===== config.mk =====
export PLATFORM = sky130hd
export DESIGN_NAME = multdiv_ctrl_flat
export DESIGN_NICKNAME = d
export VERILOG_FILES = /design/src/rtl/multdiv_pkg.sv /design/src/rtl/multdiv_ctrl_if.sv /design/src/rtl/add_sub32.sv /design/src/rtl/full_adder.sv /design/src/rtl/multdiv_ctrl.sv /design/src/flat_wrapper.sv
export SDC_FILE = /design/constraint.sdc
export NUM_CORES = 1
export LEC_CHECK = 0
export BUFFER_PORTS_ARGS = -buffer_cell sky130_fd_sc_hd__buf_2
export CORE_MARGIN = 10
export CORE_UTILIZATION = 45
export CTS_BUF_LIST = sky130_fd_sc_hd__clkbuf_4
export DETAILED_ROUTE_END_ITERATION = 6
export PLACE_DENSITY_LB_ADDON = 0.25
export SYNTH_ARGS = -nofsm -noshare
export SYNTH_HDL_FRONTEND = slang
export SYNTH_HIERARCHICAL = 1
export SYNTH_SLANG_ARGS = --single-unit

===== constraint.sdc =====
create_clock -name clock -period 38.9 [get_ports clock]
set_clock_uncertainty 0.15 [all_clocks]
set_input_delay 5.835 -clock clock [delete_from_list [all_inputs] [get_ports clock]]
set_output_delay 5.835 -clock clock [all_outputs]
set_load 0.005 [all_outputs]

===== src/rtl/multdiv_pkg.sv =====
// multdiv_pkg: shared types and constants for the multicycle multiply/divide unit
//   state_t  - controller states
//   booth_t  - radix-2 Booth operation select
package multdiv_pkg;
    localparam int DEF_WIDTH = 32;
    localparam int DEF_CNT_W = 6;
    localparam logic [DEF_WIDTH-1:0] INT_MIN = {1'b1, {(DEF_WIDTH-1){1'b0}}};
    typedef enum logic [2:0] {IDLE, MUL, DIV, FIX, DONE} state_t;
    typedef enum logic [1:0] {NOP, ADD, SUB} booth_t;
endpackage


===== src/rtl/multdiv_ctrl_if.sv =====
// multdiv_ctrl_if: start/operand/result bundle between the pipeline and the multiply/divide unit
//   master: drives ctrl_MULT, ctrl_DIV, data_operandA/B; receives result, exception, RDY, busy
//   slave : the unit side of the same signals
interface multdiv_ctrl_if import multdiv_pkg::*; #(
    parameter int WIDTH = DEF_WIDTH
);
    logic             ctrl_MULT;
    logic             ctrl_DIV;
    logic [WIDTH-1:0] data_operandA;
    logic [WIDTH-1:0] data_operandB;
    logic [WIDTH-1:0] data_result;
    logic             data_exception;
    logic             data_resultRDY;
    logic             busy;
    modport master (
        output ctrl_MULT, ctrl_DIV, data_operandA, data_operandB,
        input  data_result, data_exception, data_resultRDY, busy
    );
    modport slave (
        input  ctrl_MULT, ctrl_DIV, data_operandA, data_operandB,
        output data_result, data_exception, data_resultRDY, busy
    );
endinterface


===== src/rtl/add_sub32.sv =====
// add_sub32: WIDTH-bit ripple adder/subtractor built from full-adder cells
//   a, b, sub -> sum = sub ? a-b : a+b, cout (carry out of MSB), ovf (signed overflow)
module add_sub32 import multdiv_pkg::*; #(
    parameter int WIDTH = DEF_WIDTH
) (
    input  logic [WIDTH-1:0] a,
    input  logic [WIDTH-1:0] b,
    input  logic             sub,
    output logic [WIDTH-1:0] sum,
    output logic             cout,
    output logic             ovf
);
    logic [WIDTH:0] c;
    assign c[0] = sub;
    for (genvar i = 0; i < WIDTH; i++) begin : g_fa
        full_adder u_fa (.a(a[i]), .b(b[i] ^ sub), .cin(c[i]), .s(sum[i]), .cout(c[i+1]));
    end
    assign cout = c[WIDTH];
    assign ovf  = c[WIDTH] ^ c[WIDTH-1];
endmodule


===== src/rtl/full_adder.sv =====
// full_adder: one-bit full-adder cell
//   a, b, cin -> s, cout
module full_adder (
    input  logic a,
    input  logic b,
    input  logic cin,
    output logic s,
    output logic cout
);
    assign s    = a ^ b ^ cin;
    assign cout = (a & b) | (cin & (a ^ b));
endmodule


===== src/rtl/multdiv_ctrl.sv =====
// multdiv_ctrl: multicycle signed Booth multiply / non-restoring divide on one shared adder
//   clock, reset   - rising-edge clock, synchronous active-high reset
//   bus (slave)    - start pulses, operands in; result, exception, one-cycle RDY, busy out
module multdiv_ctrl import multdiv_pkg::*; #(
    parameter int WIDTH = DEF_WIDTH,
    parameter int CNT_W = DEF_CNT_W
) (
    input logic           clock,
    input logic           reset,
    multdiv_ctrl_if.slave bus
);
    state_t           state_q, state_d;
    booth_t           sel;
    logic [CNT_W-1:0] cnt_q, cnt_d;
    logic [WIDTH-1:0] hi_q, hi_d, lo_q, lo_d, m_q, m_d, res_q, res_d;
    logic             qm1_q, qm1_d, div_q, div_d, neg_q, neg_d, dz_q, dz_d;
    logic             exc_q, exc_d, oexc_q, oexc_d, rdy_q, rdy_d;
    logic [WIDTH-1:0] add_a, add_b, sum;
    logic             add_s, cout, ovf, last;
    logic [WIDTH:0]   t;
    add_sub32 #(.WIDTH(WIDTH)) u_add (.a(add_a), .b(add_b), .sub(add_s), .sum(sum), .cout(cout), .ovf(ovf));
    // hi/lo form {P_hi, P_lo} for multiply and {remainder, dividend->quotient} for divide
    always_comb begin
        sel   = {lo_q[0], qm1_q} == 2'b01 ? ADD : {lo_q[0], qm1_q} == 2'b10 ? SUB : NOP;
        add_a = state_q == FIX ? '0 : state_q == DIV ? {hi_q[WIDTH-2:0], lo_q[WIDTH-1]} : hi_q;
        add_b = state_q == FIX ? lo_q : m_q;
        add_s = state_q == FIX || (state_q == DIV ? !hi_q[WIDTH-1] : sel == SUB);
        // true sign of the 33-bit Booth sum comes from the overflow flag
        t     = sel == NOP ? {hi_q[WIDTH-1], hi_q} : {sum[WIDTH-1] ^ ovf, sum};
        last  = cnt_q == CNT_W'(WIDTH - 1);
        state_d = state_q;
        cnt_d   = cnt_q;
        hi_d    = hi_q;
        lo_d    = lo_q;
        m_d     = m_q;
        qm1_d   = qm1_q;
        div_d   = div_q;
        neg_d   = neg_q;
        dz_d    = dz_q;
        exc_d   = exc_q;
        res_d   = res_q;
        oexc_d  = oexc_q;
        rdy_d   = 1'b0;
        if (bus.ctrl_MULT || bus.ctrl_DIV) begin
            state_d = bus.ctrl_MULT ? MUL : DIV;
            div_d   = !bus.ctrl_MULT;
            cnt_d   = '0;
            hi_d    = '0;
            qm1_d   = 1'b0;
            lo_d    = bus.ctrl_MULT ? bus.data_operandB :
                      bus.data_operandA[WIDTH-1] ? -bus.data_operandA : bus.data_operandA;
            m_d     = bus.ctrl_MULT ? bus.data_operandA :
                      bus.data_operandB[WIDTH-1] ? -bus.data_operandB : bus.data_operandB;
            neg_d   = bus.data_operandA[WIDTH-1] ^ bus.data_operandB[WIDTH-1];
            dz_d    = bus.data_operandB == '0;
        end else begin
            case (state_q)
                MUL: begin
                    hi_d    = t[WIDTH:1];
                    lo_d    = {t[0], lo_q[WIDTH-1:1]};
                    qm1_d   = lo_q[0];
                    cnt_d   = last ? '0 : cnt_q + 1'b1;
                    state_d = last ? FIX : MUL;
                end
                DIV: begin
                    // carry out of the remainder update is set exactly when the new remainder is non-negative
                    hi_d    = sum;
                    lo_d    = {lo_q[WIDTH-2:0], cout};
                    cnt_d   = last ? '0 : cnt_q + 1'b1;
                    state_d = last ? FIX : DIV;
                end
                FIX: begin
                    lo_d    = !div_q ? lo_q : dz_q ? '0 : neg_q ? sum : lo_q;
                    exc_d   = div_q ? dz_q || (!neg_q && lo_q[WIDTH-1]) : hi_q != {WIDTH{lo_q[WIDTH-1]}};
                    state_d = DONE;
                end
                DONE: begin
                    res_d   = lo_q;
                    oexc_d  = exc_q;
                    rdy_d   = 1'b1;
                    state_d = IDLE;
                end
                default: state_d = IDLE;
            endcase
        end
    end
    always_ff @(posedge clock) begin
        if (reset) begin
            state_q <= IDLE;
            cnt_q   <= '0;
            hi_q    <= '0;
            lo_q    <= '0;
            m_q     <= '0;
            qm1_q   <= 1'b0;
            div_q   <= 1'b0;
            neg_q   <= 1'b0;
            dz_q    <= 1'b0;
            exc_q   <= 1'b0;
            res_q   <= '0;
            oexc_q  <= 1'b0;
            rdy_q   <= 1'b0;
        end else begin
            state_q <= state_d;
            cnt_q   <= cnt_d;
            hi_q    <= hi_d;
            lo_q    <= lo_d;
            m_q     <= m_d;
            qm1_q   <= qm1_d;
            div_q   <= div_d;
            neg_q   <= neg_d;
            dz_q    <= dz_d;
            exc_q   <= exc_d;
            res_q   <= res_d;
            oexc_q  <= oexc_d;
            rdy_q   <= rdy_d;
        end
    end
    assign bus.data_result    = res_q;
    assign bus.data_exception = oexc_q;
    assign bus.data_resultRDY = rdy_q;
    assign bus.busy           = state_q != IDLE || rdy_q;
endmodule

===== src/flat_wrapper.sv =====
// flat-port wrapper written by rule: the top's interface ports become plain ports
module multdiv_ctrl_flat import multdiv_pkg::*;
#(
    parameter int WIDTH = DEF_WIDTH,
    parameter int CNT_W = DEF_CNT_W
)
  (clock, reset, bus_ctrl_MULT, bus_ctrl_DIV, bus_data_operandA, bus_data_operandB, bus_data_result, bus_data_exception, bus_data_resultRDY, bus_busy);
  multdiv_ctrl_if #(.WIDTH(WIDTH)) bus_i ();
  input logic clock;
  input logic reset;
  input wire logic [$bits(bus_i.ctrl_MULT)-1:0] bus_ctrl_MULT;
  input wire logic [$bits(bus_i.ctrl_DIV)-1:0] bus_ctrl_DIV;
  input wire logic [$bits(bus_i.data_operandA)-1:0] bus_data_operandA;
  input wire logic [$bits(bus_i.data_operandB)-1:0] bus_data_operandB;
  output wire logic [$bits(bus_i.data_result)-1:0] bus_data_result;
  output wire logic [$bits(bus_i.data_exception)-1:0] bus_data_exception;
  output wire logic [$bits(bus_i.data_resultRDY)-1:0] bus_data_resultRDY;
  output wire logic [$bits(bus_i.busy)-1:0] bus_busy;
  assign bus_i.ctrl_MULT = bus_ctrl_MULT;
  assign bus_i.ctrl_DIV = bus_ctrl_DIV;
  assign bus_i.data_operandA = bus_data_operandA;
  assign bus_i.data_operandB = bus_data_operandB;
  assign bus_data_result = bus_i.data_result;
  assign bus_data_exception = bus_i.data_exception;
  assign bus_data_resultRDY = bus_i.data_resultRDY;
  assign bus_busy = bus_i.busy;
  multdiv_ctrl #(.WIDTH(WIDTH), .CNT_W(CNT_W)) u_core (.clock(clock), .reset(reset), .bus(bus_i));
endmodule

==> PnR_summary.wiki <==
{| class="wikitable"
! Metric !! Value
|-
| Final hold viol count || 0
|-
| Normalized max-slew margin || 29.34%
|-
| Area of the die || 29910 µm²
|-
| Kind of cell with the highest combined delay on the critical path || adder cells
|-
| Most numerous cell types in the synthesized netlist || nand2_1 (164), dfxtp_1 (144), nor2_1 (144), a21oi_1 (114), clkbuf_1 (100)
|-
| Total negative slack || 0 ps
|-
| Worst hold path type || register to register
|-
| Run status || completed
|-
| Number of vias in the routed layout || 10410
|-
| Largest net degree at the start of global routing || 79
|-
| Smallest setup slack after layout || 22930 ps
|-
| Total half-perimeter wirelength after legalization and detailed placement || 26.44 mm
|-
| Antenna violations before repair || 1
|-
| Area growth syn-to-layout || 8.308%
|-
| Layout cell share with drive strength beyond 1 || 15.79%
|-
| Actual transition at the worst max-transition pin || 1060 ps
|-
| Largest area contributor in the synthesized netlist || dfxtp_1
|-
| Largest family of logic cells by synthesized area || compound AO/OA/AOI/OAI gates
|-
| IO Count || 103
|-
| Hold-fix buffers at CTS || 0
|-
| M2 GR Usage || 34.35%
|-
| #FFs+latches synth || 144
|-
| Sequential fraction of the synthesis area || 27.39%
|-
| Top post-synthesis cells by area || dfxtp_1 (27%), fa_1 (6.1%), nand2_1 (5.8%)
|-
| Complex-gate fraction of the synthesized area || 25.16%
|-
| Post-Route WL || 36.26 mm
|-
| GPL Wtd Cong || 0.9721
|-
| Avg WL per Cell || 21.48 µm
|-
| Initial core utilization || 46.07%
|-
| Net count of the mapped netlist || 1448
|-
| Number of setup buffers added after CTS || 0
|-
| Fmax || 62.63 MHz
|-
| Simple-gate portion of the synthesized area || 21.05%
|-
| Area inside the core boundary || 22850 µm²
|-
| Area share of xor/xnor cells in the synthesized design || 6.823%
|-
| Setup repair after global routing missed its margin || no
|-
| Cell with the most instances after synthesis || nand2_1
|-
| Overall fraction of global-route tracks in use || 23.17%
|-
| Required time at the endpoint of the critical path || 39220 ps
|-
| Detailed Routing Iterations Pass 1 || 6
|-
| Dpl ws || 23190 ps
|-
| Area of the multi-input gates || 7087 µm²
|-
| Total leakage power || 0.004423 µW
|-
| Synth Area in Adders || 6.561%
|-
| Fill cell total of the finished layout || 2321
|-
| Longest Clk Path Bufs || 2
|-
| P per Cell Area || 32.60 nW/µm²
|-
| Cell mode on critical path || fa_1
|-
| Setup Viol. Count Final || 0
|-
| Height of the chip || 172.9 µm
|-
| Cells resized by post-CTS repair || 0
|-
| Share of Yosys cell area claimed by the top area cell type || 27.39%
|-
| Syn Std Cell Area || 10530 µm²
|-
| Total number of clock tree sinks || 144
|-
| Slew Limit Fails || 0
|-
| Remaining design rule violation count || 0
|-
| Count of antenna-violating nets left after detailed routing || 0
|-
| Number of H-tree levels || 4
|-
| Post-layout net count || 1465
|-
| Type of origin of the critical path || register
|-
| Post-Syn Instances || 1344
|-
| Flip-flop cell with the highest count after synthesis || dfxtp_1
|-
| Worst path buffer plus inverter count || 2
|-
| CP max-delay cell || dfxtp_1
|-
| Global Route met3 Usage || 5.075%
|-
| Ratio of routed vias to standard cells || 6.166
|-
| Global-route congestion overflow total || 0
|-
| Post-route cell area || 11400 µm²
|-
| First-pass GRT wire length || 56.08 mm
|-
| Met1 Track Usage GR || 33.39%
|-
| Final min period || 15970 ps
|-
| CTS clock-pin slew for the worst setup and hold paths || 140 ps
|-
| Number of synthesized flops with an enable pin || 0
|-
| Synth warn || 6
|-
| Type of destination of the critical path || register
|-
| Row Count || 55
|-
| Post-detailed-placement cell area || 11060 µm²
|-
| Critical path data arrival time || 16290 ps
|-
| Via count of the first global-routing pass || 9437
|-
| FF+latch area || 2883 µm²
|-
| Horizontal die dimension || 172.9 µm
|-
| Slowest cell delay on critical path || 600 ps
|-
| Multiplexer fraction of the synthesized cell area || 7.477%
|-
| Crit share post-route || 41.05%
|-
| Number of buffers added on ports || 102
|-
| Starting DRC count in detailed routing || 1293
|-
| Peak fanout along the critical path || 32
|-
| Layer with the highest usage after global routing || met2
|-
| Max-cap viol count || 0
|-
| Clock tree from TritonCTS || yes
|-
| Number of different library cells in the post-synthesis netlist || 68
|-
| Share of synthesized registers carrying an async set or reset || 0%
|-
| Worst-Skew Late Latency || 600 ps
|-
| Number of CTS-inserted buffers || 17
|-
| Clock Tree Root || clkbuf_4
|-
| Mean post-synth cell area || 7.832 µm²
|-
| Peak supply drop || 0.02235 mV
|-
| Class of the most critical setup path || register to register
|}
## final timing paths
check                           cells after the start                         to  slack, ps                 startpoint
worst max-delay path                               42            u_core/hi_q[31]      22930          u_core/state_q[1]
worst min-delay path                                2  u_core/bus.data_result[3]        310  u_core/bus.data_result[3]
worst max register to register                     42            u_core/hi_q[31]      22930          u_core/state_q[1]
worst min register to register                      2  u_core/bus.data_result[3]        310  u_core/bus.data_result[3]
## through the flow
stage	power, µW	utilization [%]	hold slack [ps]	instances
final	371.7	49.90	310.4	1688
after global placement	255.3	48.41	292.3	1655
after floorplan	225.1	-	278.4	1344
after detailed placement	255.8	48.41	293.4	1655
after global routing	386.7	49.90	339.5	1688
after CTS	370.1	49.89	312.4	1687
## placed cells by master, fill, tap and decap left out, types with 18 or more instances in the layout
master and instances:
mux2_2 37, a221oi_1 23, xor2_1 66, nor3_1 25, nor2_1 144, a21oi_1 114, o22ai_1 22, nand2_1 164
nor4_1 18, or3_1 18, buf_2 102, and3_1 24, buf_4 19, mux2i_1 37, dfxtp_1 144, fa_1 32
o41ai_1 19, a211oi_1 45, o21ai_0 71
## worst register-to-register path: cells and delay by family (launching register included)
family	cells	cell delay, ps
muxes	1	270
AOI/OAI and AO/OA	2	350
buffers and inverters	2	870
and+or+nand+nor	4	880
xor gates and xnor gates	2	340
DFF	1	600
adders and majority gates	31	12420
## state kept, by name, summed over array words and instances, names as in the netlist
register	flops
u_core/bus.data_exception	1
u_core/bus.data_result	32
u_core/bus.data_resultRDY	1
u_core/cnt_q	6
u_core/div_q	1
u_core/dz_q	1
u_core/exc_q	1
u_core/hi_q	32
u_core/lo_q	32
u_core/m_q	32
u_core/neg_q	1
u_core/qm1_q	1
u_core/state_q	3
## where the power goes
group / switching (µW) / internal [µW]
registers: 10.1 / 154
clock network: 67.6 / 47.8
logic: 58.0 / 34.4
total: 136 / 236
## cell families after synthesis
| kind of cell | after synthesis |
|---|---|
| simple gates | 476 |
| compound gates | 397 |
| flops | 144 |
| buf+inv | 135 |
| xor+xnor | 82 |
| mux | 74 |
| fa+ha+maj | 36 |
## final cells by class
class,instances,share of cell area [%]
antenna,1,0.02195
clock buffer,17,1.119
clock inverter,15,1.855
inverter,12,0.3951
multi-input combinational,1065,62.16
sequential,144,25.29
tap,313,3.435
timing repair buffer,121,5.729
## layer usage
metal / vias to the layer above / wire length, µm
met1: 4963 / 16520
li1: 4936 / -
met3: 32 / 3386
met5: - / 0
met4: 0 / 553
met2: 477 / 15790
Note: power is estimated with default switching activity, not from simulation.
